--- src/rtl/fetch_align_unit_if.sv ---
`default_nettype none
// +----------------------------------------------------------------------------+
// | Module      : fetch_align_unit_if                                           |
// | Description : Memory-side and decode-side buses of the fetch align unit.    |
// | Revision    : 1.0 - initial release                                         |
// +----------------------------------------------------------------------------+
interface fetch_align_unit_if;
    logic        mem_req;
    logic [31:0] mem_addr;
    logic        mem_ready;
    logic        mem_rvalid;
    logic [31:0] mem_rdata;
    logic        redirect;
    logic [31:0] redirect_pc;
    logic        instr_valid;
    logic        instr_ready;
    logic [31:0] instr_out;
    logic [31:0] pc_out;

    modport master (
        output mem_req, mem_addr, instr_valid, instr_out, pc_out,
        input  mem_ready, mem_rvalid, mem_rdata, redirect, redirect_pc, instr_ready
    );

    modport slave (
        input  mem_req, mem_addr, instr_valid, instr_out, pc_out,
        output mem_ready, mem_rvalid, mem_rdata, redirect, redirect_pc, instr_ready
    );
endinterface
`default_nettype wire

--- src/rtl/fetch_align_unit.sv ---
`default_nettype none
// +----------------------------------------------------------------------------+
// | Module      : fetch_align_unit                                              |
// | Description : Word fetch with a 3-halfword buffer that realigns 16/32-bit   |
// |               instructions for decode.                                      |
// | Revision    : 1.0 - initial release                                         |
// +----------------------------------------------------------------------------+
module fetch_align_unit #(
    parameter logic [31:0] RESET_PC = 32'h0000_0000
) (
    input  wire logic               clk,
    input  wire logic               rst,
    fetch_align_unit_if.master      bus
);

    localparam logic [31:0] c_FETCH_RESET = {RESET_PC[31:2], 2'b00};
    localparam logic [31:0] c_HEAD_RESET  = {RESET_PC[31:1], 1'b0};

    logic [31:0] r_fetch_addr;
    logic [15:0] r_buf [0:2];
    logic [1:0]  r_count;
    logic [31:0] r_head_pc;
    logic        r_outstanding;
    logic        r_drop;
    logic        r_skip_low;

    logic        w_head_is32;
    logic        w_instr_valid;
    logic        w_mem_req;
    logic        w_accept;
    logic        w_rsp;
    logic        w_append;
    logic        w_fire;
    logic [1:0]  w_consume;
    logic [1:0]  w_append_cnt;
    logic [1:0]  w_base;
    logic [15:0] w_first_hw;
    logic [15:0] w_buf_nxt [0:2];
    logic [1:0]  w_count_nxt;

    // Any low-bit pattern 11 needs a second halfword before it can be presented.
    assign w_head_is32   = &r_buf[0][1:0];
    assign w_instr_valid = w_head_is32 ? (r_count >= 2'd2) : (r_count != 2'd0);

    assign bus.instr_valid = w_instr_valid;
    assign bus.instr_out   = w_head_is32 ? {r_buf[1], r_buf[0]} : {16'h0000, r_buf[0]};
    assign bus.pc_out      = r_head_pc;

    // Only ask for a word when both of its halfwords are guaranteed to fit.
    assign w_mem_req    = !rst && !r_outstanding && (r_count <= 2'd1) && !bus.redirect;
    assign bus.mem_req  = w_mem_req;
    assign bus.mem_addr = r_fetch_addr;

    assign w_accept     = w_mem_req && bus.mem_ready;
    assign w_rsp        = bus.mem_rvalid && r_outstanding;
    assign w_append     = w_rsp && !r_drop && !bus.redirect;
    assign w_fire       = w_instr_valid && bus.instr_ready;
    assign w_consume    = !w_fire ? 2'd0 : (w_head_is32 ? 2'd2 : 2'd1);
    assign w_append_cnt = !w_append ? 2'd0 : (r_skip_low ? 2'd1 : 2'd2);
    assign w_base       = r_count - w_consume;
    assign w_first_hw   = r_skip_low ? bus.mem_rdata[31:16] : bus.mem_rdata[15:0];
    assign w_count_nxt  = r_count + w_append_cnt - w_consume;

    // Shift out consumed halfwords first, then land new ones just past the survivors.
    always_comb begin
        w_buf_nxt[0] = r_buf[0];
        w_buf_nxt[1] = r_buf[1];
        w_buf_nxt[2] = r_buf[2];
        case (w_consume)
            2'd1: begin
                w_buf_nxt[0] = r_buf[1];
                w_buf_nxt[1] = r_buf[2];
                w_buf_nxt[2] = 16'h0000;
            end
            2'd2: begin
                w_buf_nxt[0] = r_buf[2];
                w_buf_nxt[1] = 16'h0000;
                w_buf_nxt[2] = 16'h0000;
            end
            default: ;
        endcase
        if (w_append) begin
            case (w_base)
                2'd0: begin
                    w_buf_nxt[0] = w_first_hw;
                    if (!r_skip_low) w_buf_nxt[1] = bus.mem_rdata[31:16];
                end
                2'd1: begin
                    w_buf_nxt[1] = w_first_hw;
                    if (!r_skip_low) w_buf_nxt[2] = bus.mem_rdata[31:16];
                end
                default: w_buf_nxt[2] = w_first_hw;
            endcase
        end
    end

    always_ff @(posedge clk) begin
        if (rst) begin
            r_fetch_addr  <= c_FETCH_RESET;
            r_count       <= 2'd0;
            r_head_pc     <= c_HEAD_RESET;
            r_outstanding <= 1'b0;
            r_drop        <= 1'b0;
            r_skip_low    <= RESET_PC[1];
            for (int i = 0; i < 3; i++) r_buf[i] <= 16'h0000;
        end else if (bus.redirect) begin
            r_count       <= 2'd0;
            r_head_pc     <= bus.redirect_pc & ~32'd1;
            r_fetch_addr  <= {bus.redirect_pc[31:2], 2'b00};
            r_skip_low    <= bus.redirect_pc[1];
            // A response still in flight belongs to the old path.
            r_outstanding <= r_outstanding && !bus.mem_rvalid;
            r_drop        <= r_outstanding && !bus.mem_rvalid;
        end else begin
            for (int i = 0; i < 3; i++) r_buf[i] <= w_buf_nxt[i];
            r_count   <= w_count_nxt;
            r_head_pc <= r_head_pc + {29'd0, w_consume, 1'b0};
            if (w_accept) begin
                r_outstanding <= 1'b1;
                r_fetch_addr  <= r_fetch_addr + 32'd4;
            end else if (w_rsp) begin
                r_outstanding <= 1'b0;
            end
            if (w_rsp) begin
                r_drop <= 1'b0;
                if (!r_drop) r_skip_low <= 1'b0;
            end
        end
    end

endmodule
`default_nettype wire

--- src/flat_wrapper.sv ---
// flat-port wrapper written by rule: the top's interface ports become plain ports
module fetch_align_unit_flat 
#(
    parameter logic [31:0] RESET_PC = 32'h0000_0000
)
  (clk, rst, bus_mem_req, bus_mem_addr, bus_instr_valid, bus_instr_out, bus_pc_out, bus_mem_ready, bus_mem_rvalid, bus_mem_rdata, bus_redirect, bus_redirect_pc, bus_instr_ready);
  fetch_align_unit_if bus_i ();
  input  wire logic clk;
  input  wire logic rst;
  output wire logic [$bits(bus_i.mem_req)-1:0] bus_mem_req;
  output wire logic [$bits(bus_i.mem_addr)-1:0] bus_mem_addr;
  output wire logic [$bits(bus_i.instr_valid)-1:0] bus_instr_valid;
  output wire logic [$bits(bus_i.instr_out)-1:0] bus_instr_out;
  output wire logic [$bits(bus_i.pc_out)-1:0] bus_pc_out;
  input wire logic [$bits(bus_i.mem_ready)-1:0] bus_mem_ready;
  input wire logic [$bits(bus_i.mem_rvalid)-1:0] bus_mem_rvalid;
  input wire logic [$bits(bus_i.mem_rdata)-1:0] bus_mem_rdata;
  input wire logic [$bits(bus_i.redirect)-1:0] bus_redirect;
  input wire logic [$bits(bus_i.redirect_pc)-1:0] bus_redirect_pc;
  input wire logic [$bits(bus_i.instr_ready)-1:0] bus_instr_ready;
  assign bus_mem_req = bus_i.mem_req;
  assign bus_mem_addr = bus_i.mem_addr;
  assign bus_instr_valid = bus_i.instr_valid;
  assign bus_instr_out = bus_i.instr_out;
  assign bus_pc_out = bus_i.pc_out;
  assign bus_i.mem_ready = bus_mem_ready;
  assign bus_i.mem_rvalid = bus_mem_rvalid;
  assign bus_i.mem_rdata = bus_mem_rdata;
  assign bus_i.redirect = bus_redirect;
  assign bus_i.redirect_pc = bus_redirect_pc;
  assign bus_i.instr_ready = bus_instr_ready;
  fetch_align_unit #(.RESET_PC(RESET_PC)) u_core (.clk(clk), .rst(rst), .bus(bus_i));
endmodule
--- config.mk ---
export PLATFORM = sky130hd
export DESIGN_NAME = fetch_align_unit_flat
export DESIGN_NICKNAME = d
export VERILOG_FILES = /design/src/rtl/fetch_align_unit_if.sv /design/src/rtl/fetch_align_unit.sv /design/src/flat_wrapper.sv
export SDC_FILE = /design/constraint.sdc
export NUM_CORES = 1
export LEC_CHECK = 0
export BUFFER_PORTS_ARGS = -buffer_cell sky130_fd_sc_hd__buf_4
export CORE_MARGIN = 2
export CORE_UTILIZATION = 35
export DETAILED_ROUTE_END_ITERATION = 8
export REMOVE_ABC_BUFFERS = 1
export SYNTH_ARGS = -nofsm -noshare
export SYNTH_HDL_FRONTEND = slang
export SYNTH_SLANG_ARGS = --single-unit
--- constraint.sdc ---
create_clock -name clk -period 8.41 [get_ports clk]
set_clock_uncertainty 0.1 [all_clocks]
set_input_delay 0.841 -clock clk [delete_from_list [all_inputs] [get_ports clk]]
set_output_delay 0.841 -clock clk [all_outputs]
set_load 0.01 [all_outputs]
==> metrics, run 1 <==
number of antenna repair diodes 0; Routed Wire Length 22.98 mm; Post-synth top flop sky130_fd_sc_hd__dfxtp_1; highest net fanout along the worst path 17; maximum resistive drop on vdd around 0.13 mV; power density of the placed cells 174.5 nW/um^2; Slowest-stage cell, CP sky130_fd_sc_hd__nor3_2; achievable frequency 273.6 MHz; global-route usage over all layers a little over a fifth; Yosys warning count 0; cell depth of the worst min-delay path 2; max-cap viol count 0; Setup crit end kind flop; Global Route met2 Usage approximately a third; Reg2Reg Capture Point u_core.bus.pc_out[29]$_SDFF_PP0_; root buffer cell sky130_fd_sc_hd__clkbuf_16; count of cells resized by post-cts repair 0; Clock Latency Late Sink 0.42 ns; Clock transition at path regs around 0.060 ns; final critical-path required period about 3.7 ns; library cell with the largest summed area after synthesis sky130_fd_sc_hd__edfxtp_1; area enclosed by the die boundary between 20,000 and 25,000 um^2; routing usage on met3 ~5.6%; Synth async-reset ratio 0%; cell breakdown of the critical path o21ai_0 -> a21oi_1 -> buf_4 -> ha_1 -> fa_1 -> nand4_1 -> nor3_2 -> nand4_1 -> xor2_1 -> a211oi_1; sequential cell area fraction in the yosys report between 30% and 40%; kind of path behind the tightest hold check flop to flop; setup bufs post-CTS 0; first-pass GRT wire length around 36 mm; fin cells ~1,200; kind of critical path flop to flop; number of nets with antenna violations after detailed routing 0; number of enable flip-flop cells after synthesis 48; detailed router's first-iteration violation count 485; most used standard cell by instance count after synthesis sky130_fd_sc_hd__a21oi_1; H-tree levels 4; minimum hold slack approximately 0.43 ns; Final Cycle Share a little over two fifths; clock tree from TritonCTS yes; maximum clock path buffer count 2; netlist area before placement slightly above 7000 um^2; top cells by area in the synthesized netlist sky130_fd_sc_hd__edfxtp_1, sky130_fd_sc_hd__dfxtp_1, sky130_fd_sc_hd__a21oi_1, sky130_fd_sc_hd__xnor2_1, sky130_fd_sc_hd__nand2_1; kind of start point of the critical path flop; DP HPWL about 15 mm; final hold violation count 0; worst r2r path cells 10; leakage between 3 and 4 nW; total design power between 1.5 and 2 mW; effective utilization at floorplan a little over a third; # IOs roughly 170; Final Max Tran Viols 0; top cell type's share of synthesized area around 20%; number of global-route vias before repair 6,607; kind of cell adding the most delay to the critical path simple AND/OR/NAND/NOR gates; Post-Layout Inst Area ~9100 um^2; final-stage net count 1,017; worst slew slack as a fraction of its limit between 30% and 40%; total clock buffers created by CTS 17; hold worst-path end u_core.bus.mem_addr[12]$_SDFFE_PP0P_; CP Buf/Inv Count 1; met1 usage between 20% and 30%; post-placement cell count ~1,200; transition time of the tightest slew-check pin 0.9874 ns; number of DRC violations after detailed routing 0; Critical R2R Launch u_core.r_count[1]$_SDFF_PN0_; share of post-route cells with drive strength above 1 about 26%; post-layout util 44.90%; overall overflow remaining after global route 0; cts-stage hold buffer count 0; setup slack of the most critical reg-to-reg path roughly 4.8 ns; average cell area after synthesis approximately 8.7 um^2; die boundary width between 100 and 150 um; origin of the worst min-delay path u_core.bus.mem_addr[12]$_SDFFE_PP0P_; setup repair after global routing missed its margin no; worst setup slack after layout 4.755 ns; input/output buffers ~160; most numerous cell on the critical path sky130_fd_sc_hd__nand4_1; number of clock sinks seen by CTS around 110; largest net degree at the start of global routing 62; routed wirelength normalized by instance count approximately 19 um; maximum single-stage delay on the critical path 0.67 ns; synthesized flop and latch total 114; total via count after detailed routing between 7,000 and 8,000; final weighted congestion in routability-driven placement ~0.8; standard cell core area between 20,000 and 25,000 um^2; number of iterations in the first detailed-routing pass 6; most used routing layer met2; data required time of the worst path around 8.6 ns; count of cell types in the netlist a little over 60; y dimension of the die around 150 um; instance area at placement 8474 um^2; count of mapped cells out of synthesis ~830; final total negative setup slack 0 ns; row cnt 52; pre-CTS setup slack roughly 4.4 ns; area delta synth->final 26.16%; Final setup violation count 0; antenna violations before repair 0; leading post-synthesis cells by instance count sky130_fd_sc_hd__a21oi_1, sky130_fd_sc_hd__dfxtp_1, sky130_fd_sc_hd__nand2_1, sky130_fd_sc_hd__clkbuf_1, sky130_fd_sc_hd__nand3_1; run status completed; via count normalized by instance count approximately 5.7; crit path DAT about 3.9 ns
-- worst reg2reg max path, stage by stage, from the launching register on --
cell	delay, ns
sky130_fd_sc_hd__dfxtp_1	0.52
sky130_fd_sc_hd__o21ai_0	0.28
sky130_fd_sc_hd__a21oi_1	0.23
sky130_fd_sc_hd__buf_4	0.31
sky130_fd_sc_hd__ha_1	0.28
sky130_fd_sc_hd__fa_1	0.29
sky130_fd_sc_hd__nand4_1	0.26
sky130_fd_sc_hd__nor3_2	0.67
sky130_fd_sc_hd__nand4_1	0.20
sky130_fd_sc_hd__xor2_1	0.19
sky130_fd_sc_hd__a211oi_1	0.22
-- how the worst max path moves through the flow --
stage,from,to,cells after the start
after floorplan,bus_instr_ready,u_core.r_buf[0][0]$_SDFFCE_PN0P_,6
after global placement,bus_instr_ready,u_core.bus.pc_out[29]$_SDFF_PP0_,11
after detailed placement,bus_instr_ready,u_core.bus.pc_out[29]$_SDFF_PP0_,11
after CTS,u_core.r_count[1]$_SDFF_PN0_,u_core.bus.pc_out[29]$_SDFF_PP0_,10
after global routing,u_core.r_count[1]$_SDFF_PN0_,u_core.bus.pc_out[29]$_SDFF_PP0_,10
final,u_core.r_count[1]$_SDFF_PN0_,u_core.bus.pc_out[29]$_SDFF_PP0_,10
-- cells by family after synthesis --
family                     after synthesis  share of synthesized area, %
AOI/OAI and AO/OA                      243                         22.33
xor gates and xnor gates                50                         6.101
adders and majority gates                6                         1.150
buffers and inverters                  105                         6.711
DFF                                    114                         38.49
muxes                                   34                         5.125
other                                    1                       0.05224
and+or+nand+nor                        272                         20.05
-- metal layers --
| metal | part of all wire [%] | vias to the layer above |
|---|---|---|
| met5 | 0 | - |
| met4 | 1.4 | 0 |
| met2 | 45 | 302 |
| li1 | - | 3320 |
| met3 | 8.7 | 28 |
| met1 | 45 | 3381 |
-- flip-flops by register name, indices dropped and copies added (netlist names) --
name,cells
u_core.r_buf,48
u_core.bus.pc_out,31
u_core.bus.mem_addr,30
u_core.r_count,2
u_core.r_drop,1
u_core.r_outstanding,1
u_core.r_skip_low,1
-- power breakdown --
group | switching (mW) | total [mW] | internal [mW]
Sequential | 0.0429 | 0.656 | 0.613
Clock | 0.297 | 0.718 | 0.421
Combinational | 0.108 | 0.207 | 0.0985
Total | 0.448 | 1.58 | 1.13
-- area by class of cell --
cell class / instances / area, um^2
fillers: 2051 / 11110
multi-input cells: 608 / 3958
well taps: 270 / 337.8
inverters: 23 / 86.33
flip-flops and latches: 114 / 2764
clock buffers: 19 / 475.5
repair buffers: 177 / 1329
clock inverters: 13 / 106.4
-- placed cells by master, fill, tap and decap left out, types with 5 or more instances in the layout --
master / instances
sky130_fd_sc_hd__a211oi_1: 25
sky130_fd_sc_hd__a21boi_0: 22
sky130_fd_sc_hd__a21o_1: 8
sky130_fd_sc_hd__a21oi_1: 69
sky130_fd_sc_hd__a221o_1: 6
sky130_fd_sc_hd__a221oi_1: 16
sky130_fd_sc_hd__a22oi_1: 17
sky130_fd_sc_hd__and2_1: 5
sky130_fd_sc_hd__and3_1: 27
sky130_fd_sc_hd__and4_1: 8
sky130_fd_sc_hd__buf_4: 177
sky130_fd_sc_hd__clkbuf_16: 19
sky130_fd_sc_hd__dfxtp_1: 65
sky130_fd_sc_hd__edfxtp_1: 48
sky130_fd_sc_hd__ha_1: 5
sky130_fd_sc_hd__inv_1: 22
sky130_fd_sc_hd__inv_6: 9
sky130_fd_sc_hd__mux2_2: 22
sky130_fd_sc_hd__mux2i_1: 12
sky130_fd_sc_hd__nand2_1: 66
sky130_fd_sc_hd__nand2b_1: 5
sky130_fd_sc_hd__nand3_1: 49
sky130_fd_sc_hd__nand4_1: 24
sky130_fd_sc_hd__nor2_1: 39
sky130_fd_sc_hd__nor3_1: 16
sky130_fd_sc_hd__nor3_2: 6
sky130_fd_sc_hd__nor4_1: 10
sky130_fd_sc_hd__o211ai_1: 6
sky130_fd_sc_hd__o21ai_0: 26
sky130_fd_sc_hd__o22ai_1: 22
sky130_fd_sc_hd__o31ai_1: 7
sky130_fd_sc_hd__xnor2_1: 30
sky130_fd_sc_hd__xor2_1: 20
No activity file was read; power rests on OpenSTA's default activity.
==> run 2, diff against run 1 <==
ABC_AREA = 1   (was unset)
clock period = 3 ns   (was 8.41 ns; I/O delays follow)
==> run 2 against run 1 <==
Against the previous run: setup slack lost 4.5 ns; area after synthesis grew 14%; critical path depth grew 4; non-clock buffer count grew 14; clock-buffer cell count shrank 2; utilization grew 0.16 points; clock power grew to 3.1 times the previous value; maximum frequency grew 35%; global-route usage grew 3.1 points; via count grew 28%; synthesized cell count grew 55%; critical endpoint is now u_core.r_buf[0][24]$_SDFFCE_PN0P_; flip-flop and latch count is the same.
==> metrics, run 2 <==
run status completed; transition time of the tightest slew-check pin 0.7239 ns (-0.2635 ns); Final Max Tran Viols 0 (unchanged); Slowest-stage cell, CP sky130_fd_sc_hd__edfxtp_1; Routed Wire Length 29.74 mm (+29%); number of global-route vias before repair 8,244 (+25%); average cell area after synthesis 6.368 um^2 (-27%); final hold violation count 0 (unchanged); top cells by area in the synthesized netlist sky130_fd_sc_hd__edfxtp_1, sky130_fd_sc_hd__nand2_1, sky130_fd_sc_hd__dfxtp_1, sky130_fd_sc_hd__nand3_1, sky130_fd_sc_hd__nor2_1; register with the most flip-flops u_core.r_buf; kind of start point of the critical path flop; leakage 4.480 nW (+26%); number of DRC violations after detailed routing 0 (unchanged); routed wirelength normalized by instance count 17.05 um (-9.2%); worst slew slack as a fraction of its limit 51.69% (+18 points); number of nets with antenna violations after detailed routing 0 (unchanged); input/output buffers 163 (unchanged); power density of the placed cells 458.0 nW/um^2 (+160%); CP Buf/Inv Count 4 (+3); library cell with the largest summed area after synthesis sky130_fd_sc_hd__edfxtp_1; total design power 4.701 mW (+200%); share of post-route cells with drive strength above 1 17.82% (-8.1 points); via count normalized by instance count 5.174 (-9.9%); most used standard cell by instance count after synthesis sky130_fd_sc_hd__nand2_1; first-pass GRT wire length 45.59 mm (+26%); maximum clock path buffer count 2 (unchanged); global-route usage over all layers 24.07% (+3.1 points); total via count after detailed routing 9,023 (+28%); number of enable flip-flop cells after synthesis 48 (unchanged); commonest non-fill, non-tap cell in the layout sky130_fd_sc_hd__nand2_1; instance area at placement 9634 um^2 (+14%); cell breakdown of the critical path nand2_2 -> nand2_2 -> a21oi_4 -> nand2_1 -> inv_2 -> buf_4 -> ha_1 -> inv_1 -> nand3_2 -> nand2_4 -> nor2_4 -> inv_1 -> a21oi_1 -> a21oi_1; y dimension of the die 156.7 um (+6.4%); total clock buffers created by CTS 17 (unchanged); leading cell types in the layout, fill and taps excluded sky130_fd_sc_hd__nand2_1, sky130_fd_sc_hd__buf_4, sky130_fd_sc_hd__inv_1; largest net degree at the start of global routing 56 (-9.7%); maximum resistive drop on vdd 0.3535 mV (+160%); area delta synth->final 25.83%; max-cap viol count 0 (unchanged); detailed router's first-iteration violation count 800 (+65%); root buffer cell sky130_fd_sc_hd__clkbuf_16; Final Cycle Share 90.53% (+47 points); crit path DAT 2.78 ns (-1.10 ns); leading post-synthesis cells by instance count sky130_fd_sc_hd__nand2_1, sky130_fd_sc_hd__nor2_1, sky130_fd_sc_hd__inv_1, sky130_fd_sc_hd__nand3_1, sky130_fd_sc_hd__a21oi_1; setup repair after global routing missed its margin no; kind of cell adding the most delay to the critical path simple AND/OR/NAND/NOR gates; count of cell types in the netlist 42 (-31%); maximum single-stage delay on the critical path 0.42 ns (-0.25 ns); standard cell core area 22,780 um^2 (+13%); final critical-path required period 2.716 ns (-0.9391 ns); highest net fanout along the worst path 12 (-5); synthesized flop and latch total 114 (unchanged); Final setup violation count 0 (unchanged); overall overflow remaining after global route 0 (unchanged); data required time of the worst path 3.07 ns (-5.57 ns); post-placement cell count 1,712 (+44%); number of clock sinks seen by CTS 114 (unchanged); die boundary width 156.7 um (+6.4%); number of antenna repair diodes 0 (unchanged); DP HPWL 21.18 mm (+38%); achievable frequency 368.2 MHz (+35%); fill cell count 2,381 (+16%); final-stage net count 1,494 (+47%); sequential cell area fraction in the yosys report 33.87% (-4.6 points); H-tree levels 4 (unchanged); Post-synth top flop sky130_fd_sc_hd__dfxtp_1; top cell type's share of synthesized area 17.67% (-2.4 points); area enclosed by the die boundary 24,550 um^2 (+13%); Clock Latency Late Sink 0.42 ns (about the same); kind of path behind the tightest hold check input port to flop; effective utilization at floorplan 35.81% (+0.23 points); Clock transition at path regs 0.06 ns (about the same); row cnt 55 (+5.8%); fin cells 1,744 (+42%); count of mapped cells out of synthesis 1,281 (+55%); Post-Layout Inst Area 10,260 um^2 (+13%); post-layout util 45.06% (+0.16 points); Setup crit end kind flop; kind of critical path flop to flop; flip-flop count of the largest register after layout 48 (unchanged); # IOs 168 (unchanged); Yosys warning count 0 (unchanged); Synth async-reset ratio 0% (unchanged); antenna violations before repair 0 (unchanged); number of iterations in the first detailed-routing pass 6 (unchanged); netlist area before placement 8158 um^2 (+14%); clock tree from TritonCTS yes; cts-stage hold buffer count 0 (unchanged); final weighted congestion in routability-driven placement 0.9145 (+11%)
run 2: cell types whose count changed after synthesis, moves of 24 or more:
| cell | delta |
|---|---|
| sky130_fd_sc_hd__a211oi_1 | -24 |
| sky130_fd_sc_hd__a21oi_1 | +26 |
| sky130_fd_sc_hd__and3_1 | -27 |
| sky130_fd_sc_hd__inv_1 | +110 |
| sky130_fd_sc_hd__nand2_1 | +311 |
| sky130_fd_sc_hd__nand3_1 | +70 |
| sky130_fd_sc_hd__nor2_1 | +95 |
| sky130_fd_sc_hd__o21ai_0 | +62 |
run 2: timing repair:
item	CTS	global route
endpoints found under the setup margin	0	2
hold endpoints to repair	0	0
gates resized for setup	0	3
buffers inserted	0	0
run 2: final cells by class:
type / count / area [um^2] / area share [%]
Clock buffer: 17 / 425.4 / 4.144
Clock inverter: 15 / 195.2 / 1.902
Inverter: 140 / 525.5 / 5.119
Multi-Input combinational cell: 954 / 4492 / 43.76
Sequential cell: 114 / 2764 / 26.93
Tap cell: 313 / 391.6 / 3.815
Timing Repair Buffer: 191 / 1471 / 14.33
run 2: per-layer routing:
layer	global-route usage, %	wire [um]	vias up	part of all wire, %
met1	30.78	12440	4117	42
met2	39.71	13830	414	47
met5	0	0	-	0
li1	-	-	4433	-
met4	8.956	915	0	3.1
met3	5.345	2542	59	8.5
run 2: worst paths after layout:
| path | cells past startpoint | slack, ns | end | startpoint |
|---|---|---|---|---|
| worst min register to register | 2 | 0.40 | u_core.r_drop$_SDFFE_PP0P_ | u_core.r_drop$_SDFFE_PP0P_ |
| worst max register to register | 14 | 0.28 | u_core.r_buf[0][24]$_SDFFCE_PN0P_ | u_core.r_buf[0][1]$_SDFFCE_PN0P_ |
| worst min-delay path | 3 | 0.04 | u_core.bus.pc_out[24]$_SDFF_PP0_ | bus_redirect_pc[24] |
| worst max-delay path | 14 | 0.28 | u_core.r_buf[0][24]$_SDFFCE_PN0P_ | u_core.r_buf[0][1]$_SDFFCE_PN0P_ |
run 2: through the flow:
step	setup WS (ns)	hold WS, ns	setup TNS (ns)
floorplan	-0.6411	0.2691	-27.49
global placement	0.3096	0.3857	0
detailed placement	0.2161	0.3927	0
CTS	0.2111	0.02096	0
global route	0.03418	0.04534	0
finish	0.2841	0.03631	0
run 2: power by group:
group	switching [mW]	internal, mW	leakage (nW)
clock network	0.760	1.45	0.310
logic	0.390	0.275	3.09
registers	0.109	1.72	1.08
total	1.26	3.44	4.48
run 2: logic make-up (layout without fill, tap and decap cells):
kind of cell               count (synthesis)  count (layout)  share of synthesized area (%)
and+or+nand+nor                          689             689                          35.58
AOI/OAI and AO/OA                        226             226                          14.95
buffers and inverters                    215             363                          11.32
DFF                                      114             114                          33.87
xor gates and xnor gates                  30              30                          3.221
adders and majority gates                  6               6                          1.012
other                                      1               3                        0.04597
run 2: tightest hold or removal path, delay by kind of cell:
family / cells / cell delay (ns)
buf+inv: 1 / 0.09
simple gates: 2 / 0.14
